`config.mk`:
```
export PLATFORM = sky130hd
export DESIGN_NAME = fetch_stage
export DESIGN_NICKNAME = d
export VERILOG_FILES = /design/src/rtl/fetch_stage.sv
export SDC_FILE = /design/constraint.sdc
export NUM_CORES = 1
export LEC_CHECK = 0
export ABC_AREA = 1
export BUFFER_PORTS_ARGS = -buffer_cell sky130_fd_sc_hd__buf_2
export CAP_MARGIN = 20
export CORE_MARGIN = 10
export CORE_UTILIZATION = 30
export CTS_CLUSTER_SIZE = 12
export DETAILED_ROUTE_END_ITERATION = 10
export SLEW_MARGIN = 5
export SYNTH_ARGS = -nofsm -noshare
export SYNTH_HDL_FRONTEND = slang
export SYNTH_SLANG_ARGS = --single-unit
```
`constraint.sdc`:
```
create_clock -name clk -period 2 [get_ports clk]
set_clock_uncertainty 0.05 [all_clocks]
set_input_delay 0.1 -clock clk [delete_from_list [all_inputs] [get_ports clk]]
set_output_delay 0.1 -clock clk [all_outputs]
set_load 0.02 [all_outputs]
```
`src/rtl/fetch_stage.sv`:
```
// Instruction fetch stage: drives the instruction memory request and fills the IF/ID register.
// It keeps a one-entry skid buffer for a response that arrives under stall, and drains a request that a redirect orphans.
module fetch_stage #(
  parameter logic [31:0] RESET_PC  = 32'h0000_0000,
  parameter logic [31:0] NOP_INSTR = 32'h0000_0013
) (
  input  logic        clk,
  input  logic        rst,
  input  logic        stall,
  input  logic        redirect_valid,
  input  logic [31:0] redirect_pc,
  output logic        imem_req,
  output logic [31:0] imem_addr,
  input  logic        imem_ready,
  input  logic [31:0] imem_rdata,
  output logic        if_id_valid,
  output logic [31:0] if_id_pc,
  output logic [31:0] if_id_pc4,
  output logic [31:0] if_id_instr,
  output logic [6:0]  if_id_opcode
);

  // Handshake: once imem_req rises, imem_req and imem_addr stay fixed until the
  // cycle with imem_ready=1. That cycle completes the request. A request is never withdrawn.
  typedef enum logic [1:0] {BOOT, REQ, DRAIN, HOLD} state_e;

  state_e      state_q, state_d;
  logic [31:0] pc_q, pc_d;
  logic [31:0] drain_addr_q, drain_addr_d;
  logic [31:0] skid_instr_q, skid_instr_d;
  logic [31:0] skid_pc_q, skid_pc_d;
  logic        if_id_valid_q, if_id_valid_d;
  logic [31:0] if_id_pc_q, if_id_pc_d;
  logic [31:0] if_id_instr_q, if_id_instr_d;
  logic        imem_req_q, imem_req_d;
  logic [31:0] imem_addr_q, imem_addr_d;
  logic [31:0] redirect_tgt;

  assign redirect_tgt = redirect_pc & ~32'h3;

  always_comb begin
    state_d       = state_q;
    pc_d          = pc_q;
    drain_addr_d  = drain_addr_q;
    skid_instr_d  = skid_instr_q;
    skid_pc_d     = skid_pc_q;
    if_id_valid_d = if_id_valid_q;
    if_id_pc_d    = if_id_pc_q;
    if_id_instr_d = if_id_instr_q;

    case (state_q)
      BOOT: begin
        state_d = REQ;
        if (redirect_valid) pc_d = redirect_tgt;
      end
      REQ: begin
        if (redirect_valid) begin
          pc_d = redirect_tgt;
          if (!imem_ready) begin
            // The orphaned request still has to complete at its original address.
            drain_addr_d = pc_q;
            state_d      = DRAIN;
          end
        end else if (imem_ready) begin
          pc_d = pc_q + 32'd4;
          if (stall) begin
            skid_instr_d = imem_rdata;
            skid_pc_d    = pc_q;
            state_d      = HOLD;
          end else begin
            if_id_valid_d = 1'b1;
            if_id_pc_d    = pc_q;
            if_id_instr_d = imem_rdata;
          end
        end else if (!stall) begin
          if_id_valid_d = 1'b0;
          if_id_instr_d = NOP_INSTR;
        end
      end
      DRAIN: begin
        if (redirect_valid) pc_d = redirect_tgt;
        if (imem_ready) state_d = REQ;
      end
      HOLD: begin
        if (redirect_valid) begin
          pc_d    = redirect_tgt;
          state_d = REQ;
        end else if (!stall) begin
          if_id_valid_d = 1'b1;
          if_id_pc_d    = skid_pc_q;
          if_id_instr_d = skid_instr_q;
          state_d       = REQ;
        end
      end
      default: state_d = BOOT;
    endcase

    // A redirect squashes the IF/ID slot in every state and wins over stall.
    if (redirect_valid) begin
      if_id_valid_d = 1'b0;
      if_id_instr_d = NOP_INSTR;
    end

    imem_req_d  = (state_d == REQ) || (state_d == DRAIN);
    imem_addr_d = (state_d == DRAIN) ? drain_addr_d : pc_d;
  end

  always_ff @(posedge clk or negedge rst) begin
    if (!rst) begin
      state_q       <= BOOT;
      pc_q          <= RESET_PC;
      drain_addr_q  <= 32'h0;
      skid_instr_q  <= 32'h0;
      skid_pc_q     <= 32'h0;
      if_id_valid_q <= 1'b0;
      if_id_pc_q    <= RESET_PC;
      if_id_instr_q <= NOP_INSTR;
      imem_req_q    <= 1'b0;
      imem_addr_q   <= RESET_PC;
    end else begin
      state_q       <= state_d;
      pc_q          <= pc_d;
      drain_addr_q  <= drain_addr_d;
      skid_instr_q  <= skid_instr_d;
      skid_pc_q     <= skid_pc_d;
      if_id_valid_q <= if_id_valid_d;
      if_id_pc_q    <= if_id_pc_d;
      if_id_instr_q <= if_id_instr_d;
      imem_req_q    <= imem_req_d;
      imem_addr_q   <= imem_addr_d;
    end
  end

  assign imem_req     = imem_req_q;
  assign imem_addr    = imem_addr_q;
  assign if_id_valid  = if_id_valid_q;
  assign if_id_pc     = if_id_pc_q;
  assign if_id_instr  = if_id_instr_q;
  assign if_id_pc4    = if_id_pc_q + 32'd4;
  assign if_id_opcode = if_id_instr_q[6:0];

endmodule

```
==> results.md <==
- Reg-to-Reg End: imem_addr[1]$_DFF_PN0_
- CP Max Fanout: 4
- 1st-pass router iterations: 5
- Kind of critical path: register to output port
- Sequential cell area: 5730 µm²
- Hold Vio Cnt, Final: 0
- Placed inst area: between 10000 and 15000 µm²
- Min-delay src: imem_ready
- CTS tree: yes
- Distinct cells, synth: 40
- NetSw: around 5.7 mW
- RSZ-0062 raised after global routing: true
- All-Layer GR Usage: 0.153
- Hold Path Depth: 5
- EDFF count, synth: 0
- # fillers: roughly 3600
- Vias: between 9000 and 10000
- Register share of total power: 0.406
- Synthesized area: about 11000 µm²
- # H-tree levels: 1
- Crit share post-route: 1.09
- Final ANT Viol Nets: 0
- Startpoint Class: register
- Drt first-iter violations: 592
- Rel. slew slack: 0.446
- Status: finished, violations left
- Dpl cells: 1936
- Post-Route Setup TNS: -1790 ps
- First-pass GRT wire length: about 55000 µm
- Vias in the first global route: between 9000 and 10000
- Drc violations: 0
- Final setup viols: 24
- Slew Limit Fails: 0
- Initial core utilization: 0.303
- Clock-pin slew on the worst setup and hold paths: about 60 ps
- Layout cells sized above 1: 0.290
- Pin count of the biggest net entering global routing: 66
- Clock Path Buffers: 3
- Fmax: between 400 and 500 MHz
- Part of the Yosys area used for sequential elements: 0.516
- Post-synth top area share: 0.509
- Post-place setup slack: 94.9 ps
- Synthesized area per cell: 8.57 µm²
- R2R depth: 11
- Worst-Margin Slew: between 800 and 900 ps
- Synthesis-stage register bit count: around 230
- RR Startpoint: state_q[1]$_DFF_PN0_
- Pleak: between 7 and 8 nW
- Clock sink count: approximately 230
- Hold EP: pc_q[19]$_DFF_PN0_
- Area delta synth->final: 34.8%
- Mapped Cells: 1291
- Peak supply drop: ~0.73 mV
- Total Wirelength: 35400 µm
- Area of the multi-input gates: roughly 4800 µm²
- Critical path startpoint: if_id_pc[2]$_DFFE_PN0P_
- Port bufs: 203
- Die Footprint: ~45000 µm²
- Gr ovfl total: 0
- Most frequent cells in the layout: nand2_1, dfrtp_1, buf_2, inv_1, o21ai_0
- Skew-Pair Late Insertion Delay: ~530 ps
- Die height: 212 µm
- Share of flip-flops with an asynchronous set or reset: 1.00
- Req. time, crit path: 1850 ps
- Combinational share of power: 0.318
- Initial antenna violation count: 1
- Failing checks: setup timing
- Cell internal pwr: 10.2 mW
- Pwr Density: approximately 1100 nW/µm²
- DP HPWL: ~25000 µm
- Fin crit period: 2170 ps
- Setup WS post-layout: -175 ps
- Vias/cell: around 4.8
- Max cap viols: 0
- Syn Nets: 1363
- Most used flip-flop cell after synthesis: dfrtp_1
- IO Count: approximately 210
- Worst Path Arrival: ~2000 ps
- Clock power frac: 0.276
- Site row count: 70
- Number of synthesis warnings: 0
- Drt wl/cell: between 15 and 20 µm
- Non-filler instance count after layout: just over 2000
- Element type at the critical path end: output port
- # nets final: ~1700
- Most common cell after layout, fill and taps aside: nand2_1
- Core ar.: ~37000 µm²
- Gpl congestion: 0.929
- R2R Setup Slk: approximately 120 ps
- Die Width: between 200 and 250 µm
- CTS root buffer: clkbuf_16
- CTS Buf Count: 25
- Sw Ratio: 0.359
- Synth top area cells: dfrtp_1, nand2_1, o21ai_0, inv_1, mux2_2
- Top cell type by total area after synthesis: dfrtp_1
- Hold Crit Class: primary input to register
- Finished Cell Area: about 15000 µm²
- Ant. Diodes: 0
[synth_stat cells, types with 4 or more instances]
library cell	n
dfrtp_1	225
buf_2	33
o21a_1	5
xor2_1	28
mux2_2	32
o21ai_0	108
inv_1	128
o21ai_1	23
a31oi_1	37
nand3_1	57
nor2_4	5
nor2_1	96
a21oi_1	12
clkbuf_1	22
o211ai_1	23
nand2_1	316
nor3_1	18
o21ai_2	5
buf_6	4
nand2_2	6
buf_4	19
nand4_1	53
nor2_2	6
[what timing repair did]
action	4_1_cts	5_1_grt
endpoints found under the hold margin	336	0
gates resized for setup	95	47
setup buffers	23	6
endpoints found under the setup margin	24	36
hold buffers	66	0
pin swaps	23	28
[cells by family after synthesis]
logic type | count (synthesis) | synth area share
AND/OR/NAND/NOR | 571 | 0.228
flip-flops | 228 | 0.516
AO/OA/AOI/OAI | 216 | 0.111
buffers and inverters | 211 | 0.0849
multiplexers | 34 | 0.0344
XOR/XNOR | 28 | 0.0222
adder cells (fa/ha/maj) | 3 | 0.00339
[power by group through the flow]
stage / Clock, mW / Sequential [mW] / Combinational [mW]
3_5_place_dp: 0 / 6.46 / 4.31
3_3_place_gp: 0 / 6.42 / 4.24
6_report: 4.37 / 6.42 / 5.04
2_1_floorplan: 0 / 6.81 / 2.26
5_1_grt: 4.68 / 6.55 / 5.55
4_1_cts: 4.50 / 6.38 / 4.85
[layer usage]
metal,up-vias,part of all wire,global-route usage
met5,-,0.00048,0
met1,4719,0.43,0.197
met3,46,0.065,0.0334
met4,2,0.017,0.0355
met2,274,0.48,0.255
li1,4854,-,-
[cell type report]
class	instances	area share
clock inverter	7	0.00260
timing repair buffer	351	0.172
sequential	228	0.384
inverter	132	0.0339
multi-input combinational	852	0.319
tap	468	0.0393
clock buffer	37	0.0490
[through the flow]
step	hold WS [ps]	util	power [mW]
5_1_grt	66.5	0.408	16.8
3_3_place_gp	-84.3	0.350	10.7
4_1_cts	37.0	0.402	15.7
2_1_floorplan	-246	-	9.07
6_report	66.8	0.408	15.8
3_5_place_dp	-86.3	0.350	10.8
[critical path, stage by stage, from the launching register on]
cell and delay (ps):
dfrtp_2 390, inv_2 60, nor3_4 280, nand2_2 120, inv_2 80, nand4_1 150, xor2_1 240, buf_4 180
[flip-flops by register name (all words and copies together) (netlist names)]
signal,cells
imem_req,1
skid_instr_q,32
if_id_pc,32
drain_addr_q,32
imem_addr,32
state_q,2
if_id_instr,32
skid_pc_q,32
if_id_valid,1
pc_q,32
[worst max path at each step]
| stage | to | slack, ps | depth (start not counted) |
|---|---|---|---|
| after detailed placement | imem_addr[7]$_DFF_PN0_ | 90 | 10 |
| after CTS | if_id_pc4[25] | -200 | 7 |
| final | if_id_pc4[25] | -170 | 7 |
| after floorplan | imem_addr[15]$_DFF_PN0_ | 4 | 12 |
| after global routing | if_id_pc4[25] | -250 | 7 |
| after global placement | imem_addr[18]$_DFF_PN0_ | 130 | 10 |
Note: power is estimated with default switching activity, not from simulation.
